**config.mk**
```make
export PLATFORM = sky130hd
export DESIGN_NAME = sw_cfg_fifo_flat
export DESIGN_NICKNAME = d
export VERILOG_FILES = /design/src/rtl/sw_cfg_fifo_if.sv /design/src/rtl/sw_cfg_fifo.sv /design/src/flat_wrapper.sv
export SDC_FILE = /design/constraint.sdc
export NUM_CORES = 1
export LEC_CHECK = 0
export ABC_CLOCK_PERIOD_IN_PS = 4000
export BUFFER_PORTS_ARGS = -buffer_cell sky130_fd_sc_hd__buf_2
export CAP_MARGIN = 15
export CORE_MARGIN = 2
export CORE_UTILIZATION = 63
export CTS_CLUSTER_DIAMETER = 50
export DETAILED_ROUTE_END_ITERATION = 12
export PLACE_DENSITY = 0.79
export SYNTH_ARGS = -nofsm -noshare
export SYNTH_HDL_FRONTEND = slang
export SYNTH_SLANG_ARGS = --single-unit
```
**constraint.sdc**
```tcl
create_clock -name clk -period 4 [get_ports clk]
set_input_delay 0.8 -clock clk [delete_from_list [all_inputs] [get_ports clk]]
set_output_delay 0.8 -clock clk [all_outputs]
set_load 0.05 [all_outputs]
```
**src/rtl/sw_cfg_fifo_if.sv**
```systemverilog
// Handshake/bus bundle between the Smith-Waterman loader (master) and sw_cfg_fifo (slave).
// DATA_WIDTH and ADDR_W must match the parameters of the attached sw_cfg_fifo.
interface sw_cfg_fifo_if #(
  parameter int unsigned DATA_WIDTH = 8,
  parameter int unsigned ADDR_W     = 7
);
  logic                  en;
  logic                  flush;
  logic [ADDR_W:0]       cfg_depth;
  logic                  wr;
  logic [DATA_WIDTH-1:0] w_data;
  logic                  rd;
  logic [DATA_WIDTH-1:0] r_data;
  logic                  r_valid;
  logic                  full;
  logic                  almost_full;
  logic                  empty;
  logic [ADDR_W:0]       count;
  logic                  overflow;
  logic                  underflow;

  modport master (
    output en, flush, cfg_depth, wr, w_data, rd,
    input  r_data, r_valid, full, almost_full, empty, count, overflow, underflow
  );

  modport slave (
    input  en, flush, cfg_depth, wr, w_data, rd,
    output r_data, r_valid, full, almost_full, empty, count, overflow, underflow
  );
endinterface

```
**src/rtl/sw_cfg_fifo.sv**
```systemverilog
// Synchronous FIFO with runtime-configurable depth (loaded on reset/flush) for the SW IP.
// Optional SW_FIFO_ZERO_IDLE_EN: r_data is forced to 0 in every cycle without r_valid.
module sw_cfg_fifo #(
  parameter int unsigned DATA_WIDTH = 8,
  parameter int unsigned ADDR_W     = 7,
  parameter int unsigned AF_MARGIN  = 2
) (
  input  logic          clk,
  input  logic          reset,
  sw_cfg_fifo_if.slave  bus
);

  localparam int unsigned CNT_W     = ADDR_W + 1;
  localparam int unsigned DEPTH_MAX = 1 << ADDR_W;
  localparam logic [CNT_W-1:0] DEPTH_MAX_C = CNT_W'(DEPTH_MAX);
  localparam logic [CNT_W-1:0] AF_MARGIN_C = CNT_W'(AF_MARGIN);

  logic [DATA_WIDTH-1:0] mem [DEPTH_MAX];

  logic [ADDR_W-1:0]     wr_ptr_q, wr_ptr_d;
  logic [ADDR_W-1:0]     rd_ptr_q, rd_ptr_d;
  logic [CNT_W-1:0]      count_q, count_d;
  logic [CNT_W-1:0]      depth_q, depth_d;
  logic                  full_q, full_d;
  logic                  af_q, af_d;
  logic                  empty_q, empty_d;
  logic                  r_valid_q, r_valid_d;
  logic                  ovf_q, ovf_d;
  logic                  unf_q, unf_d;
  logic [DATA_WIDTH-1:0] r_data_q, r_data_d;

  logic                  wr_ok;
  logic                  rd_ok;
  logic                  mem_we;
  logic [CNT_W-1:0]      cfg_depth_c;

  // Pointer advance with wrap at the active depth rather than at 2**ADDR_W.
  function automatic logic [ADDR_W-1:0] ptr_inc(input logic [ADDR_W-1:0] p,
                                                 input logic [CNT_W-1:0]  d);
    if (CNT_W'(p) == d - CNT_W'(1)) return '0;
    return p + ADDR_W'(1);
  endfunction

  // Almost-full threshold saturates at 0 for depths not larger than the margin.
  function automatic logic af_calc(input logic [CNT_W-1:0] cnt,
                                   input logic [CNT_W-1:0] d);
    logic [CNT_W-1:0] thr;
    thr = (d > AF_MARGIN_C) ? d - AF_MARGIN_C : '0;
    return cnt >= thr;
  endfunction

  always_comb begin
    if (bus.cfg_depth == '0 || bus.cfg_depth > DEPTH_MAX_C) cfg_depth_c = DEPTH_MAX_C;
    else                                                    cfg_depth_c = bus.cfg_depth;
  end

  // Next-state: flush wins over wr/rd; rejected ops leave pointers, count and storage alone.
  always_comb begin
    wr_ptr_d  = wr_ptr_q;
    rd_ptr_d  = rd_ptr_q;
    count_d   = count_q;
    depth_d   = depth_q;
    ovf_d     = ovf_q;
    unf_d     = unf_q;
    r_data_d  = r_data_q;
    r_valid_d = 1'b0;
    mem_we    = 1'b0;

    wr_ok = bus.en & bus.wr & ~full_q;
    rd_ok = bus.en & bus.rd & ~empty_q;

    if (bus.flush) begin
      wr_ptr_d = '0;
      rd_ptr_d = '0;
      count_d  = '0;
      depth_d  = cfg_depth_c;
      ovf_d    = 1'b0;
      unf_d    = 1'b0;
`ifdef SW_FIFO_ZERO_IDLE_EN
      r_data_d = '0;
`endif
    end else begin
      if (wr_ok) begin
        mem_we   = 1'b1;
        wr_ptr_d = ptr_inc(wr_ptr_q, depth_q);
      end
      if (rd_ok) begin
        rd_ptr_d  = ptr_inc(rd_ptr_q, depth_q);
        r_data_d  = mem[rd_ptr_q];
        r_valid_d = 1'b1;
      end else begin
`ifdef SW_FIFO_ZERO_IDLE_EN
        r_data_d = '0;
`endif
      end
      ovf_d = ovf_q | (bus.en & bus.wr & full_q);
      unf_d = unf_q | (bus.en & bus.rd & empty_q);
      case ({wr_ok, rd_ok})
        2'b10:   count_d = count_q + CNT_W'(1);
        2'b01:   count_d = count_q - CNT_W'(1);
        default: count_d = count_q;
      endcase
    end

    empty_d = (count_d == '0);
    full_d  = (count_d == depth_d);
    af_d    = af_calc(count_d, depth_d);
  end

  always_ff @(posedge clk or posedge reset) begin
    if (reset) begin
      wr_ptr_q  <= '0;
      rd_ptr_q  <= '0;
      count_q   <= '0;
      depth_q   <= DEPTH_MAX_C;
      full_q    <= 1'b0;
      af_q      <= 1'b0;
      empty_q   <= 1'b1;
      r_valid_q <= 1'b0;
      ovf_q     <= 1'b0;
      unf_q     <= 1'b0;
      r_data_q  <= '0;
    end else begin
      wr_ptr_q  <= wr_ptr_d;
      rd_ptr_q  <= rd_ptr_d;
      count_q   <= count_d;
      depth_q   <= depth_d;
      full_q    <= full_d;
      af_q      <= af_d;
      empty_q   <= empty_d;
      r_valid_q <= r_valid_d;
      ovf_q     <= ovf_d;
      unf_q     <= unf_d;
      r_data_q  <= r_data_d;
    end
  end

  // Storage is intentionally not reset.
  always_ff @(posedge clk) begin
    if (mem_we) mem[wr_ptr_q] <= bus.w_data;
  end

  assign bus.r_data      = r_data_q;
  assign bus.r_valid     = r_valid_q;
  assign bus.full        = full_q;
  assign bus.almost_full = af_q;
  assign bus.empty       = empty_q;
  assign bus.count       = count_q;
  assign bus.overflow    = ovf_q;
  assign bus.underflow   = unf_q;

endmodule

```
**src/flat_wrapper.sv**
```systemverilog
// flat-port wrapper written by rule: the top's interface ports become plain ports
module sw_cfg_fifo_flat 
#(
  parameter int unsigned DATA_WIDTH = 8,
  parameter int unsigned ADDR_W     = 7,
  parameter int unsigned AF_MARGIN  = 2
)
  (clk, reset, bus_en, bus_flush, bus_cfg_depth, bus_wr, bus_w_data, bus_rd, bus_r_data, bus_r_valid, bus_full, bus_almost_full, bus_empty, bus_count, bus_overflow, bus_underflow);
  sw_cfg_fifo_if #(.DATA_WIDTH(DATA_WIDTH), .ADDR_W(ADDR_W)) bus_i ();
  input  logic clk;
  input  logic reset;
  input wire logic [$bits(bus_i.en)-1:0] bus_en;
  input wire logic [$bits(bus_i.flush)-1:0] bus_flush;
  input wire logic [$bits(bus_i.cfg_depth)-1:0] bus_cfg_depth;
  input wire logic [$bits(bus_i.wr)-1:0] bus_wr;
  input wire logic [$bits(bus_i.w_data)-1:0] bus_w_data;
  input wire logic [$bits(bus_i.rd)-1:0] bus_rd;
  output wire logic [$bits(bus_i.r_data)-1:0] bus_r_data;
  output wire logic [$bits(bus_i.r_valid)-1:0] bus_r_valid;
  output wire logic [$bits(bus_i.full)-1:0] bus_full;
  output wire logic [$bits(bus_i.almost_full)-1:0] bus_almost_full;
  output wire logic [$bits(bus_i.empty)-1:0] bus_empty;
  output wire logic [$bits(bus_i.count)-1:0] bus_count;
  output wire logic [$bits(bus_i.overflow)-1:0] bus_overflow;
  output wire logic [$bits(bus_i.underflow)-1:0] bus_underflow;
  assign bus_i.en = bus_en;
  assign bus_i.flush = bus_flush;
  assign bus_i.cfg_depth = bus_cfg_depth;
  assign bus_i.wr = bus_wr;
  assign bus_i.w_data = bus_w_data;
  assign bus_i.rd = bus_rd;
  assign bus_r_data = bus_i.r_data;
  assign bus_r_valid = bus_i.r_valid;
  assign bus_full = bus_i.full;
  assign bus_almost_full = bus_i.almost_full;
  assign bus_empty = bus_i.empty;
  assign bus_count = bus_i.count;
  assign bus_overflow = bus_i.overflow;
  assign bus_underflow = bus_i.underflow;
  sw_cfg_fifo #(.DATA_WIDTH(DATA_WIDTH), .ADDR_W(ADDR_W), .AF_MARGIN(AF_MARGIN)) u_core (.clk(clk), .reset(reset), .bus(bus_i));
endmodule
```
==> flow_summary.yaml, run 1 <==
run_status:
  run_status: "finished, final reports clean"
sta:
  timing.fmax_mhz: 282
  final.setup.tns_ns: 0
  finalSetupViolations: 0
  maxSlewHeadroom: 0.277
  grt_setup_unrepaired: "no"
  min_period_over_period: 0.885
  final-hold-violation-count: 0
  drv_slew: 0
  tightest_slew_ns: 1.08
  post-route-min-period_ns: 3.54
  timing.clock.skew_ns: 0.0295
synth:
  synth_top_area_frac: 0.716
  yosysWarningCount: 0
  synth_sequential_area_ratio: 0.742
  ys_dominant_reg_cell: "edfxtp_1"
  avgSynthCellArea_um2: 19.8
  yosysTopAreaCell: "edfxtp_1"
  synthDistinctLibCells: 67
  synth.cell_area_mm2: 0.0429
  synth_fp_nets: 2212
  synth.ff_latch_count: 1068
  synth_edf_count: 1024
  synth_cells: 2170
  synth-async-reset-ratio: 0.0412
  yosys-top-cells-area: "edfxtp_1, mux4_2, dfrtp_1, mux2i_1, nor2_1"
die:
  fp.dieArea_mm2: 0.0702
  fp.dieH_um: 265
  chipWidth_um: 265
  placeableCoreArea_mm2: 0.0673
  initial_standard_cell_utilization_of_the_core: 0.638
  num_io_pins: 44
  number_of_placement_rows: 95
clock_tree:
  clock_transition_time_at_the_flip_flop_clock_pins_of_the_worst_setup_and_hold_paths_ns: 0.06
  cts_max_path_buffers: 3
  cts_hold_buf: 0
  htree_num_levels: 3
  post-cts-setup-buffer-count: 0
  worst_skew_pair.late_latency_ns: 0.69
  tritoncts.num_buffers: 109
  ctsResizeCount: 0
  numClockSinks: 1068
  tritoncts_clock_tree: "yes"
  cts_root_buf: "clkbuf_16"
setup_path:
  crit_path_start: "u_core.rd_ptr_q[4]"
  critical_path.max_fanout: 19
  endpoint: "u_core.bus.r_data[0]"
  worst_ep_arrival_time_ns: 4.07
  critical_path.slowest_cell: "clkinv_1"
  setup.worst_path.class: "flip-flop to flip-flop"
  startpoint_type: "flip-flop"
  reg_to_reg_critical_path_startpoint: "u_core.rd_ptr_q[4]"
  timing.critical_path.cells: "clkinv_1 > nand2_1 > a211oi_1 > a31oi_1 > o22a_1 > o21ai_1"
  crit_buf_inv: 1
  path_depth: 6
  rrSetupSlack_ns: 0.46
  regToRegEndpoint: "u_core.bus.r_data[0]"
  crit_required_ns: 4.53
  timing.critical_path.max_delay_family: "compound AO/OA/AOI/OAI gates"
  timing.critical_path.to_type: "flip-flop"
  crit_path_max_incr_delay_ns: 0.80
  worstRegToRegCells: 6
layout:
  final_layout_size_suffix_gt1_frac: 0.254
  layout.cells.most_common_list: "edfxtp_1, mux4_2, nor2_1, clkbuf_16, buf_4"
  final_core_utilization: 0.720
  final_net_count: 2361
  area_growth_pct: 12.8
  insertedDiodeCount: 0
  layout_commonest_cell: "edfxtp_1"
  fill_cells: 3721
grt:
  antenna_violations_before_repair: 0
  globalRoute.totalOverflow: 0
  grt_pass1_wl_um: 148000
  pin_count_of_the_biggest_net_entering_global_routing: 129
  grt.total_usage: 0.290
  vias_in_the_first_global_route: 22700
placed_design:
  io_buffer_count: 43
  place_hpwl_um: 59200
  place_congestion: 0.916
power:
  pwr-share-seq: 0.505
  worst_ir_drop_vdd_v: 0.000350
  switching_share: 0.222
  clkPwrFrac: 0.423
  power.density_mw_per_mm2: 508
  static-leakage-power_nw: 15.3
  cell_internal_pwr_mw: 19.1
  total_switching_power_mw: 5.45
  power_frac_comb: 0.072
route:
  wl_per_cell_um: 30.4
  drc: 0
  post_drt_via_cell_ratio: 6.87
  drt-total-wl_um: 100000
  route.met2.wl_um: 49400
  met3_length_um: 9360
  detailroute.via_count: 22600
  maxUsedRoutingLayer: "met4"
  dr.pass1.iters: 6
  first_iter_violations: 3157
  met1Wirelength_um: 37100
  drtAntennaViolNets: 0
flow_run:
  maxCapViolations: 0
hold_path:
  hold_class: "input port to async pin"
-- Yosys cell counts, types with 18 or more instances --
cell type  instances
a31oi_1           18
a21oi_1           26
nor2b_1           46
o21ai_0           24
buf_2             28
a211oi_1          34
mux2i_1           58
nor3_1            39
dfrtp_1           42
ha_1              19
inv_1             20
clkbuf_1          56
nor2_1           151
nand2_1           82
nand3_1           19
edfxtp_1        1024
mux4_2           264
-- how the worst min path moves through the flow --
stage	start	to	slack, ns	cells past startpoint
global route	bus_rd	u_core.bus.underflow	0.42	3
finish	reset	u_core.rd_ptr_q[4]	0.38	2
CTS	reset	u_core.rd_ptr_q[4]	0.38	2
global placement	u_core.bus.r_data[3]	u_core.bus.r_data[3]	0.48	2
detailed placement	u_core.bus.r_data[1]	u_core.bus.r_data[1]	0.51	2
floorplan	u_core.depth_q[7]	u_core.depth_q[7]	0.55	2
-- area by class of cell --
type / instances / area (um2) / area share
well taps: 873 / 1090 / 0.0226
inverters: 21 / 78.8 / 0.00163
clock inverters: 80 / 883 / 0.0182
multi-input cells: 959 / 10300 / 0.213
clock buffers: 127 / 2840 / 0.0586
flip-flops and latches: 1068 / 31900 / 0.658
repair buffers: 160 / 1330 / 0.0274
-- logic make-up after synthesis --
group           count (synthesis)  synth area share
flops                        1068             0.742
simple gates                  397            0.0438
mux                           331             0.154
compound gates                179            0.0283
buf+inv                       143            0.0173
xor+xnor                       32           0.00813
fa+ha+maj                      20           0.00600
-- layer usage --
layer  vias to the layer above  global-route usage
met5                         -                   0
met4                         0               0.114
met3                       274              0.0518
met2                      1425               0.471
met1                     11700               0.399
li1                       9165                   -
-- power by group through the flow --
stage | clock, mW | combinational [mW] | sequential (mW)
floorplan | 0 | 1.02 | 12.8
global placement | 0 | 1.71 | 12.6
detailed placement | 0 | 1.76 | 12.6
CTS | 10.5 | 1.78 | 12.4
global route | 10.9 | 1.88 | 12.4
finish | 10.4 | 1.77 | 12.4
-- stage by stage --
| stage | power, mW | instances | cell area [um2] | hold slack [ns] | worst slack, ns |
|---|---|---|---|---|---|
| final | 24.6 | 3288 | 48400 | 0.376 | 0.458 |
| after global routing | 25.2 | 3288 | 48400 | 0.418 | 0.453 |
| after CTS | 24.7 | 3288 | 48400 | 0.383 | 0.683 |
| after detailed placement | 14.4 | 3081 | 44700 | 0.506 | 0.237 |
| after global placement | 14.3 | 3081 | 44700 | 0.484 | 0.310 |
| after floorplan | 13.8 | 2170 | 42900 | 0.549 | 0.573 |
-- flip-flops by register name (all words and copies together), names as in the netlist --
name                    flops
u_core.bus.r_valid          1
u_core.bus.empty            1
u_core.bus.underflow        1
u_core.bus.count            8
u_core.depth_q              8
u_core.rd_ptr_q             7
u_core.wr_ptr_q             7
u_core.bus.full             1
u_core.mem               1024
u_core.bus.overflow         1
u_core.bus.r_data           8
u_core.bus.almost_full      1
No activity file was read; power rests on OpenSTA's default activity.
==> inputs of run 2 (changes only) <==
Settings changed: BUFFER_PORTS_ARGS -buffer_cell sky130_fd_sc_hd__buf_2 to default, CORE_UTILIZATION 63 to 25, DONT_BUFFER_PORTS from default to 1, PLACE_DENSITY 0.79 to default.
==> run 2 against run 1 <==
  * Sequential share of layout area fell by 2.2 points
  * Register-to-register slack improved by 0.14 ns
  * Highest routed layer unchanged
  * Combinational power fell by 27%
  * Worst hold slack got worse by 0.19 ns
  * Die area rose by 150%
  * Worst setup slack improved by 0.14 ns
  * Clock skew fell by 0.0029 ns
  * Critical endpoint is now u_core.bus.almost_full
  * Sequential cell count did not move
  * Non-clock buffer count rose by 8
  * Largest power group unchanged
  * Count of clock-buffer cells in the layout rose by 19
  * Critical path type unchanged
  * Design area rose by 3.4%
==> flow_summary.yaml, run 2 (same netlist as run 1, synthesis figures left out) <==
run_status:
  run_status: "finished, final reports clean"
sta:
  min_period_over_period: 0.851
  final-hold-violation-count: 0
  post-route-min-period_ns: 3.41
  worst_slack_ns: 0.594
  drv_slew: 0
  grt_setup_unrepaired: "no"
  tightest_slew_ns: 0.983
  timing.fmax_mhz: 294
  finalSetupViolations: 0
  maxSlewHeadroom: 0.342
  worst_hold_slack_ns: 0.182
  final.setup.tns_ns: 0
  timing.clock.skew_ns: 0.0266
setup_path:
  critical_path.max_fanout: 4
  startpoint_type: "flip-flop"
  crit_path_max_incr_delay_ns: 0.56
  timing.critical_path.max_delay_family: "compound AO/OA/AOI/OAI gates"
  crit_buf_inv: 1
  timing.critical_path.to_type: "flip-flop"
  timing.critical_path.cells: "nand3b_1 > ha_1 > ha_1 > a21o_1 > a21oi_1 > nor4_1 > a311oi_1 > inv_1 > ha_1 > a21o_1 > a21o_1 > a21oi_1 > o21ai_0"
  crit_required_ns: 4.56
  critical_path.slowest_cell: "dfrtp_1"
  worst_ep_arrival_time_ns: 3.97
  setup.worst_path.class: "flip-flop to flip-flop"
layout:
  fin_cells: 4663
  insertedDiodeCount: 0
  final_layout_size_suffix_gt1_frac: 0.254
  layout_commonest_cell: "edfxtp_1"
  final_core_utilization: 0.292
  area_growth_pct: 16.6
  largest_reg_flops: 1024
  layout.cells.most_common_list: "edfxtp_1, mux4_2, nor2_1, buf_4, clkbuf_16"
  largest_register: "u_core.mem"
  final_net_count: 2374
placed_design:
  place_congestion: 0.815
  numPlacedInstances: 4449
  place_hpwl_um: 61600
  io_buffer_count: 0
  post_place_worst_slack_ns: 0.433
clock_tree:
  numClockSinks: 1068
  htree_num_levels: 3
  tritoncts.num_buffers: 114
  cts_hold_buf: 0
  cts_max_path_buffers: 3
  tritoncts_clock_tree: "yes"
  clock_transition_time_at_the_flip_flop_clock_pins_of_the_worst_setup_and_hold_paths_ns: 0.05
  worst_skew_pair.late_latency_ns: 0.70
  ctsResizeCount: 0
  post-cts-setup-buffer-count: 0
  cts_root_buf: "clkbuf_16"
power:
  static-leakage-power_nw: 15.3
  power_frac_comb: 0.055
  cell_internal_pwr_mw: 18.5
  total_switching_power_mw: 5.31
  clkPwrFrac: 0.416
  power.density_mw_per_mm2: 476
  worst_ir_drop_vdd_v: 0.000392
  pwr-share-seq: 0.529
  switching_share: 0.222
grt:
  grt_pass1_wl_um: 150000
  pin_count_of_the_biggest_net_entering_global_routing: 129
  vias_in_the_first_global_route: 21900
  globalRoute.totalOverflow: 0
  antenna_violations_before_repair: 0
  grt.total_usage: 0.115
route:
  drtAntennaViolNets: 0
  post_drt_via_cell_ratio: 4.54
  first_iter_violations: 2142
  wl_per_cell_um: 21.8
  detailroute.via_count: 21200
  drc: 0
  drt-total-wl_um: 101000
  dr.pass1.iters: 5
die:
  placeableCoreArea_mm2: 0.171
  fp.dieArea_mm2: 0.175
  num_io_pins: 44
  fp.dieH_um: 418
  initial_standard_cell_utilization_of_the_core: 0.251
  chipWidth_um: 418
  number_of_placement_rows: 152
flow_run:
  maxCapViolations: 0
hold_path:
  hold_class: "input port to flip-flop"
[run 2: final timing paths]
| check | slack, ns | endpoint | depth (start not counted) | from |
|---|---|---|---|---|
| setup / recovery | 0.59 | u_core.bus.almost_full | 13 | u_core.bus.full |
| hold / removal | 0.18 | u_core.bus.underflow | 1 | bus_flush |
| setup reg to reg | 0.59 | u_core.bus.almost_full | 13 | u_core.bus.full |
| hold reg to reg | 0.68 | u_core.wr_ptr_q[6] | 3 | u_core.wr_ptr_q[6] |
| max in group asynchronous | 3.08 | u_core.rd_ptr_q[1] | 1 | reset |
| min in group asynchronous | 0.21 | u_core.bus.r_data[1] | 1 | reset |
[run 2: worst register-to-register path, delay by kind of cell (launching register included)]
kind	cells	cell delay [ns]
simple gates	2	0.34
flops	1	0.56
compound gates	7	1.36
buf+inv	1	0.12
fa+ha+maj	3	0.91
[run 2: area by class of cell]
type                    count  area [um2]
well taps                2233        2790
clock inverters            68         523
clock buffers             146        2990
flip-flops and latches   1068       31900
multi-input cells         959       10300
repair buffers            168        1470
inverters                  21        78.8
fillers                 16700      121000
[run 2: routing by layer]
layer / wire length, um / track usage / share of wire
met1: 42000 / 0.148 / 0.41
met2: 50800 / 0.196 / 0.50
met3: 5770 / 0.0204 / 0.057
met4: 2840 / 0.0393 / 0.028
met5: 0 / 0 / 0
[run 2: metrics by stage]
step	power (mW)	instance area [um2]
3_5_place_dp	14.2	46500
6_report	23.9	50100
2_1_floorplan	13.8	42900
5_1_grt	24.6	50100
4_1_cts	24.1	50100
3_3_place_gp	14.2	46500
[run 2: power by group through the flow]
| stage | combinational, mW | sequential (mW) | clock [mW] |
|---|---|---|---|
| 2_1_floorplan | 1.02 | 12.8 | 0 |
| 3_3_place_gp | 1.32 | 12.9 | 0 |
| 3_5_place_dp | 1.32 | 12.9 | 0 |
| 4_1_cts | 1.33 | 12.6 | 10.1 |
| 5_1_grt | 1.41 | 12.6 | 10.6 |
| 6_report | 1.30 | 12.6 | 9.92 |
==> inputs of run 3 (changes only) <==
Settings changed: ABC_AREA from default to 1.
==> run 3 against run 2 <==
  * Die area grew 4.0%
  * Area after synthesis up 4.0%
  * Design area up 2.4%
  * Final cell count up 39%
  * Count of clock-buffer cells in the layout fell by 5
  * Register-to-register slack improved by 0.17 ns
  * Worst hold slack improved by 0.0099 ns
  * Via count rose by 40%
  * Routed wire length increased by 18%
  * Fmax grew 5.1%
  * Sequential cell count did not move
  * First-iteration DRC count is 56% higher
  * Critical path type unchanged
  * Critical endpoint unchanged
  * Highest routed layer unchanged
==> flow_summary.yaml, run 3 <==
synth:
  synth.cell_area_mm2: 0.0447
  netlist_top_cells_count: "nand2_1, edfxtp_1, nand3_1"
  synthDistinctLibCells: 39
  synth.ff_latch_count: 1068
  synth.most_common_cell: "nand2_1"
  ys_dominant_reg_cell: "edfxtp_1"
  yosysTopAreaCell: "edfxtp_1"
  synth_top_area_frac: 0.689
  synth_fp_nets: 4042
  synth-async-reset-ratio: 0.0412
  avgSynthCellArea_um2: 11.2
  synth_cells: 4000
  synth_edf_count: 1024
  yosys-top-cells-area: "edfxtp_1, nand2_1, nand3_1, dfrtp_1, nor2_1"
  yosysWarningCount: 0
  synth_sequential_area_ratio: 0.713
sta:
  worst_hold_slack_ns: 0.192
  tightest_slew_ns: 1.02
  timing.fmax_mhz: 309
  finalSetupViolations: 0
  worst_slack_ns: 0.760
  drv_slew: 0
  grt_setup_unrepaired: "no"
  final-hold-violation-count: 0
  final.setup.tns_ns: 0
  maxSlewHeadroom: 0.322
  timing.clock.skew_ns: 0.0331
  min_period_over_period: 0.810
  post-route-min-period_ns: 3.24
route:
  drt-total-wl_um: 119000
  drtAntennaViolNets: 0
  drc: 0
  detailroute.via_count: 29700
  dr.pass1.iters: 6
  first_iter_violations: 3341
  wl_per_cell_um: 18.5
  post_drt_via_cell_ratio: 4.60
clock_tree:
  tritoncts.num_buffers: 113
  numClockSinks: 1068
  worst_skew_pair.late_latency_ns: 0.69
  htree_num_levels: 3
  clock_transition_time_at_the_flip_flop_clock_pins_of_the_worst_setup_and_hold_paths_ns: 0.06
  cts_hold_buf: 0
  tritoncts_clock_tree: "yes"
  post-cts-setup-buffer-count: 0
  cts_root_buf: "clkbuf_16"
  ctsResizeCount: 0
  cts_max_path_buffers: 3
power:
  switching_share: 0.245
  cell_internal_pwr_mw: 18.7
  static-leakage-power_nw: 18.4
  power_frac_comb: 0.080
  pwr-share-seq: 0.510
  total_switching_power_mw: 6.08
  clkPwrFrac: 0.410
  worst_ir_drop_vdd_v: 0.000322
  power.density_mw_per_mm2: 484
setup_path:
  reg_to_reg_critical_path_startpoint: "u_core.bus.empty"
  worst_ep_arrival_time_ns: 3.82
  crit_required_ns: 4.58
  rrSetupSlack_ns: 0.76
  startpoint_type: "flip-flop"
  regToRegEndpoint: "u_core.bus.almost_full"
  worstRegToRegCells: 17
  critical_path.max_fanout: 8
  setup.worst_path.class: "flip-flop to flip-flop"
  timing.critical_path.to_type: "flip-flop"
placed_design:
  io_buffer_count: 0
  place_hpwl_um: 67300
  post_place_worst_slack_ns: 0.548
  place_congestion: 0.860
  numPlacedInstances: 6262
layout:
  final_core_utilization: 0.288
  layout_commonest_cell: "nand2_1"
  fin_cells: 6469
  layout.cells.most_common_list: "nand2_1, edfxtp_1, nand3_1, nor2_1, a21oi_1"
  fill_cells: 18200
  final_net_count: 4064
  largest_register: "u_core.mem"
  largest_reg_flops: 1024
  final_layout_size_suffix_gt1_frac: 0.0729
  insertedDiodeCount: 0
  area_growth_pct: 14.8
flow_run:
  maxCapViolations: 0
grt:
  grt_met1_use: 0.177
  grt_pass1_wl_um: 179000
  grtUsageMet3: 0.0208
  pin_count_of_the_biggest_net_entering_global_routing: 190
  top_usage_layer: "met2"
  globalRoute.totalOverflow: 0
  vias_in_the_first_global_route: 28500
  grt.total_usage: 0.128
  antenna_violations_before_repair: 2
  groute.layer.met2.usage: 0.206
die:
  fp.dieArea_mm2: 0.182
  chipWidth_um: 427
  placeableCoreArea_mm2: 0.178
  number_of_placement_rows: 155
  fp.dieH_um: 427
  initial_standard_cell_utilization_of_the_core: 0.251
  num_io_pins: 44
hold_path:
  hold_class: "input port to async pin"
run_status:
  run_status: "finished, final reports clean"
## run 3: changes by cell type after synthesis, moves of 46 or more
cell     delta
mux2i_1    -58
nand2_1  +1404
nor2b_1    -46
mux4_2    -264
inv_1      +50
nand3_1   +680
a21oi_1   +108
buf_2      +98
## run 3: kinds of logic after synthesis
| kind of cell | after synthesis | share of synthesized area |
|---|---|---|
| AND/OR/NAND/NOR | 2405 | 0.223 |
| adder cells (fa/ha/maj) | 20 | 0.00577 |
| XOR/XNOR | 17 | 0.00333 |
| AO/OA/AOI/OAI | 188 | 0.0232 |
| flip-flops | 1068 | 0.713 |
| buffers and inverters | 302 | 0.0311 |
## run 3: power by group through the flow
stage               registers (mW)  logic [mW]  clock network [mW]
floorplan                     12.8        1.45                   0
global route                  12.6        2.23                10.7
finish                        12.6        1.99                10.2
global placement              12.9        1.96                   0
CTS                           12.6        1.98                10.3
detailed placement            12.9        1.98                   0
## run 3: how the worst max path moves through the flow
stage	startpoint	to	slack (ns)	depth (start not counted)
after global placement	bus_wr	u_core.bus.almost_full	0.55	19
final	u_core.bus.empty	u_core.bus.almost_full	0.76	17
after floorplan	bus_wr	u_core.bus.almost_full	0.90	19
after CTS	u_core.bus.empty	u_core.bus.almost_full	0.78	17
after detailed placement	bus_wr	u_core.bus.almost_full	0.55	19
after global routing	u_core.bus.empty	u_core.bus.almost_full	0.39	17
## run 3: worst max-delay path, cell delays in order (launching register included)
cell	delay, ns
dfstp_2	0.70
nor2_1	0.11
ha_1	0.32
ha_1	0.44
nand3_1	0.13
nand3_1	0.08
nand2_1	0.06
a21oi_1	0.18
nor2_1	0.06
nand2_1	0.06
nand3_1	0.10
nand2_1	0.14
inv_1	0.08
ha_1	0.27
nand2_1	0.07
nor2_1	0.14
nand4_1	0.10
o2111ai_1	0.11
## run 3: final cells by class
cell class / instances / area [um2] / area share
Clock inverter: 66 / 569 / 0.0111
Clock buffer: 141 / 3010 / 0.0587
Tap cell: 2355 / 2950 / 0.0575
Inverter: 84 / 329 / 0.00642
Timing Repair Buffer: 125 / 1110 / 0.0217
Multi-Input combinational cell: 2630 / 11400 / 0.223
Sequential cell: 1068 / 31900 / 0.622
## run 3: stage by stage
step | power [mW] | cell area, um2
2_1_floorplan | 14.3 | 44700
3_3_place_gp | 14.8 | 47700
3_5_place_dp | 14.9 | 47700
4_1_cts | 24.9 | 51200
5_1_grt | 25.6 | 51200
6_report | 24.8 | 51200
## run 3: metal layers
metal	part of all wire	routed length, um
met2	0.46	55300
met4	0.028	3340
met3	0.075	8990
met1	0.43	51700
met5	0	0
